File: src/rtl/rotary_enc_ctrl_pkg.sv
// Shared constants for the panel rotary encoder front end and its consumers.
package rotary_enc_ctrl_pkg;

    localparam logic [2:0] ENC_STATE_FM   = 3'b110;
    localparam logic [2:0] ENC_STATE_AM   = 3'b101;
    localparam logic [2:0] ENC_STATE_WAVE = 3'b011;

    typedef enum logic [2:0] {
        ST_FM   = ENC_STATE_FM,
        ST_AM   = ENC_STATE_AM,
        ST_WAVE = ENC_STATE_WAVE
    } enc_st_e;

    // Filter counter width; a filter length of 1 still needs one bit.
    function automatic int unsigned cnt_width(input int unsigned filt);
        return (filt > 1) ? $clog2(filt) : 1;
    endfunction

endpackage

File: src/rtl/enc_debounce.sv
// 2-FF synchroniser plus stable-time filter for one raw asynchronous input.
module enc_debounce
    import rotary_enc_ctrl_pkg::*;
#(
    parameter int unsigned FILT = 1200
) (
    input  logic clk,
    input  logic rst_n,
    input  logic raw,
    output logic filt,
    output logic prev
);

    localparam int unsigned CW = cnt_width(FILT);

    logic [1:0]    sync_q;
    logic [1:0]    settle_q;
    logic          filt_q;
    logic          prev_q;
    logic [CW-1:0] cnt_q;

    // Until the synchroniser has flushed after reset, the filtered level
    // adopts the first real sample silently so a level held through reset
    // never looks like an edge.
    always_ff @(posedge clk or negedge rst_n) begin
        if (!rst_n) begin
            sync_q   <= 2'b11;
            settle_q <= 2'b00;
            filt_q   <= 1'b1;
            prev_q   <= 1'b1;
            cnt_q    <= '0;
        end else begin
            sync_q   <= {sync_q[0], raw};
            settle_q <= {settle_q[0], 1'b1};
            prev_q   <= filt_q;
            if (!settle_q[1]) begin
                cnt_q <= '0;
                if (settle_q[0]) begin
                    filt_q <= sync_q[0];
                    prev_q <= sync_q[0];
                end
            end else if (sync_q[1] == filt_q) begin
                cnt_q <= '0;
            end else if (cnt_q == CW'(FILT - 1)) begin
                filt_q <= sync_q[1];
                cnt_q  <= '0;
            end else begin
                cnt_q <= cnt_q + CW'(1);
            end
        end
    end

    assign filt = filt_q;
    assign prev = prev_q;

endmodule

File: src/rtl/rotary_enc_ctrl.sv
// Rotary encoder front end: detent step pulses and push-switch parameter select.
module rotary_enc_ctrl
    import rotary_enc_ctrl_pkg::*;
#(
    parameter int unsigned ENC_FILT = 1200,
    parameter int unsigned SW_FILT  = 240000
) (
    input  logic       clk,
    input  logic       rst_n,
    input  logic       enc_a,
    input  logic       enc_b,
    input  logic       enc_sw,
    output logic       enc_pulse_l,
    output logic       enc_pulse_r,
    output logic [2:0] enc_st
);

    logic a_filt, a_prev;
    logic b_filt, b_prev_unused;
    logic sw_filt, sw_prev;
    logic a_fall_c, sw_fall_c;
    logic pulse_l_q, pulse_r_q;
    enc_st_e state_q, state_d;

    enc_debounce #(.FILT(ENC_FILT)) u_deb_a (
        .clk   (clk),
        .rst_n (rst_n),
        .raw   (enc_a),
        .filt  (a_filt),
        .prev  (a_prev)
    );

    enc_debounce #(.FILT(ENC_FILT)) u_deb_b (
        .clk   (clk),
        .rst_n (rst_n),
        .raw   (enc_b),
        .filt  (b_filt),
        .prev  (b_prev_unused)
    );

    enc_debounce #(.FILT(SW_FILT)) u_deb_sw (
        .clk   (clk),
        .rst_n (rst_n),
        .raw   (enc_sw),
        .filt  (sw_filt),
        .prev  (sw_prev)
    );

    // Only the falling edge of A marks a detent; B gives the direction.
    assign a_fall_c  = a_prev & ~a_filt;
    assign sw_fall_c = sw_prev & ~sw_filt;

    always_ff @(posedge clk or negedge rst_n) begin
        if (!rst_n) begin
            pulse_l_q <= 1'b0;
            pulse_r_q <= 1'b0;
        end else begin
            pulse_l_q <= a_fall_c & ~b_filt;
            pulse_r_q <= a_fall_c & b_filt;
        end
    end

    always_ff @(posedge clk or negedge rst_n) begin
        if (!rst_n) begin
            state_q <= ST_FM;
        end else begin
            state_q <= state_d;
        end
    end

    // Any corrupted state value falls back to FM on the next press.
    always_comb begin
        state_d = state_q;
        if (sw_fall_c) begin
            case (state_q)
                ST_FM:   state_d = ST_AM;
                ST_AM:   state_d = ST_WAVE;
                ST_WAVE: state_d = ST_FM;
                default: state_d = ST_FM;
            endcase
        end
    end

    assign enc_pulse_l = pulse_l_q;
    assign enc_pulse_r = pulse_r_q;
    assign enc_st      = state_q;

endmodule
File: config.mk
export PLATFORM = sky130hd
export DESIGN_NAME = rotary_enc_ctrl
export DESIGN_NICKNAME = d
export VERILOG_FILES = /design/src/rtl/rotary_enc_ctrl_pkg.sv /design/src/rtl/enc_debounce.sv /design/src/rtl/rotary_enc_ctrl.sv
export SDC_FILE = /design/constraint.sdc
export NUM_CORES = 1
export LEC_CHECK = 0
export CORE_AREA = 3 3 97 99
export DETAILED_ROUTE_END_ITERATION = 8
export DIE_AREA = 0 0 100 102
export GPL_TIMING_DRIVEN = 0
export HOLD_SLACK_MARGIN = 0.03
export SLEW_MARGIN = 20
export SYNTH_ARGS = -nofsm -noshare
export SYNTH_HDL_FRONTEND = slang
export SYNTH_SLANG_ARGS = --single-unit
File: constraint.sdc
create_clock -name clk -period 1.7 [get_ports clk]
set_input_delay 0.34 -clock clk [delete_from_list [all_inputs] [get_ports clk]]
set_output_delay 0.34 -clock clk [all_outputs]
set_load 0.005 [all_outputs]
==> qor.yml <==
synthesis:
  yosys_register_bits: 58
  post_synth.cell_area_avg_um2: 10.9
  synthXorXnorAreaFrac: 0.122
  synthCells: 237
  synth.distinct_cells: 37
  ys_seq_area_frac: 0.567
  yosys.cell_count.top_type: "nor2_1"
  synth_area_um2: 2590
  yosysTopAreaCell: "dfrtp_1"
  yosys.area_share.simple: 0.238
  synth-compound-area-share: 0.0242
  synthMuxAreaShare: 0.0208
  syn_nets: 245
  synth_flop_cell: "dfrtp_1"
  synth_edf_count: 0
  yosys.area_share.adder: 0.0145
  yosys-top-cells-count: "nor2_1 (46), dfrtp_1 (45), xnor2_1 (19), xor2_1 (17)"
  synth.top_cell.area_share: 0.435
  postSynth.asyncResetShare: 1.00
  yosys_warnings: 0
  synth_area_leaders: "dfrtp_1 (43%), dfstp_2 (13%), nor2_1 (6.7%)"
  synth_top_family_by_area: "simple AND/OR/NAND/NOR gates"
power:
  power_density_nw_per_um2: 924
  p_leak_uw: 0.00129
  finalPower_uw: 2880
  ir_worst_vdd_uv: 270
floorplanning:
  die-area_um2: 10200
  die_y_um: 102
  pin_count: 10
  fp.coreArea_um2: 8640
  initial_core_util: 0.300
  fp-row-count: 34
  chipWidth_um: 100
sta:
  clock_skew_ns: 0.00513
  period_minus_slack_ns: 1.62
  setup_viol: 0
  tightest_slew_ns: 0.713
  rsz0062_at_grt: "no"
  finalSetupTns_ns: 0
  relSlewSlack: 0.525
  whs_ns: 0.0753
  hold_viol_final: 0
  drv_slew: 0
  fin_crit_sh: 0.954
  fmax_mhz: 616
  fin_ws_ns: 0.0775
layout:
  final-seq-area_um2: 1470
  area_growth_pct: 20.4
  drive_gt1_frac: 0.198
  fillers: 840
  finalNonFillerCells: 381
  num_antenna_cells: 0
  multi_input_area_um2: 1140
  nets: 276
cts:
  numCtsBuffers: 9
  cts_buffer_depth: 2
  cts_htree_levels: 3
  root_buffer: "clkbuf_8"
  clk_latency_ns: 0.33
  cts.sinks: 58
  clk_pin_slew_ns: 0.06
  tritoncts: "yes"
setup_path:
  slowest_delay_ns: 0.54
  worstSetupEndpointType: "flip-flop"
  cp.required_ns: 1.96
  crit_chain: "nand4_4, or4_4, or3_1, a21oi_1"
  critPathKind: "reg2reg"
  critPathSlowestCell: "or4_4"
  arrival_ns: 1.88
  path_max_fanout: 3
  start_kind: "flip-flop"
grt:
  grt_pass1_wl_mm: 7.86
  overflow: 0
  gr-usage-all-layers: 0.0969
  grt_pass1_vias: 1760
  grt_max_degree: 59
  antenna_found_initial: 0
route:
  first_pass_iters: 4
  wire_per_inst_um: 12.0
  ant_nets: 0
  via_count: 1780
  routed_wl_mm: 4.57
  viasPerCell: 4.67
  drc: 0
  dr.first_iter.drc_count: 117
placed_design:
  place_ws_ns: -0.353
  numPortBuffers: 9
  dp_hpwl_mm: 2.84
  gp_congestion: 0.854
  place_inst: 354
flow_run:
  cap_violations: 0
status:
  outcome: "finished clean"
min_path:
  hold_path.class: "in2async"
[power by group]
group	switching [uW]	total (uW)	internal, uW	leakage (uW)
logic	137	272	135	0.000459
registers	65.6	1560	1490	0.000749
clock network	480	1050	573	0.0000790
total	682	2880	2200	0.00129
[per-stage QoR]
step            util  cell area (um2)
3_3_place_gp   0.326             2820
3_5_place_dp   0.326             2810
5_1_grt        0.361             3120
4_1_cts        0.354             3050
2_1_floorplan      -             2590
6_report       0.361             3120
[area by class of cell]
class,instances,share of cell area
repair buffers,20,0.0538
flip-flops and latches,58,0.472
clock buffers,16,0.0514
plain buffers,3,0.00642
well taps,108,0.0433
inverters,6,0.00722
multi-input cells,170,0.366
[flip-flops by register name, indices dropped and copies added (netlist names)]
signal	flops
u_deb_a.settle_q	1
enc_pulse_l	1
u_deb_sw.sync_q	2
u_deb_b.filt	1
u_deb_b.sync_q	2
u_deb_a.prev	1
u_deb_a.sync_q	2
enc_pulse_r	1
u_deb_a.cnt_q	11
u_deb_sw.cnt_q	18
enc_st	3
u_deb_sw.settle_q	1
u_deb_b.cnt_q	11
u_deb_a.filt	1
u_deb_sw.filt	1
u_deb_sw.prev	1
[timing repair]
action | in CTS | in global routing
hold buffers | 0 | 0
pin swaps | 3 | 2
buffers inserted | 8 | 3
gates resized for setup | 10 | 9
endpoints found under the hold margin | 0 | 0
setup endpoints to repair | 22 | 13
[cells by family (layout without fill, tap and decap cells)]
kind of cell / after synthesis / count (layout)
and+or+nand+nor: 115 / 115
adders and majority gates: 3 / 3
AOI/OAI and AO/OA: 10 / 10
other: 1 / 1
muxes: 5 / 5
buffers and inverters: 9 / 45
DFF: 58 / 58
xor gates and xnor gates: 36 / 36
[cell usage in the layout (no fill, tap or decap), drive strengths merged, types with 2 or more instances in the layout]
cell	instances
nor2b	6
mux2i	2
inv	6
nand3	12
and3	4
xor2	17
nor3	6
a21oi	3
nand4	14
dfrtp	45
buf	13
nor4	4
nand2	10
clkdlybuf4s50	6
clkbuf	18
xnor2	19
nor4bb	2
and4	3
o21ai	2
mux2	3
nor2	46
dlygate4sd2	2
ha	3
dfstp	13
a211oi	2
[worst max-delay path: cells and delay by family (launching register included)]
kind,cells,cell delay [ns]
AND/OR/NAND/NOR,3,1.01
AO/OA/AOI/OAI,1,0.14
flip-flops,1,0.40
[worst paths after layout]
| kind | start | endpoint | slack (ns) | cells past startpoint |
|---|---|---|---|---|
| max | u_deb_sw.cnt_q[10]$_DFF_PN0_ | u_deb_sw.cnt_q[17]$_DFF_PN0_ | 0.08 | 4 |
| min | rst_n | u_deb_sw.cnt_q[12]$_DFF_PN0_ | 0.08 | 1 |
| max reg2reg | u_deb_sw.cnt_q[10]$_DFF_PN0_ | u_deb_sw.cnt_q[17]$_DFF_PN0_ | 0.08 | 4 |
| min reg2reg | u_deb_b.sync_q[0]$_DFF_PN1_ | u_deb_b.sync_q[1]$_DFF_PN1_ | 0.37 | 0 |
| max in group asynchronous | rst_n | u_deb_sw.cnt_q[8]$_DFF_PN0_ | 1.12 | 1 |
| min in group clk | u_deb_b.sync_q[0]$_DFF_PN1_ | u_deb_b.sync_q[1]$_DFF_PN1_ | 0.37 | 0 |
[per-layer routing]
layer,up-vias,GRT usage,share of wire
met5,-,0,0
met4,0,0.0435,0.034
met3,15,0.0410,0.035
met2,21,0.157,0.47
met1,870,0.112,0.46
li1,874,-,-
Power figures use the tool's default switching activity.
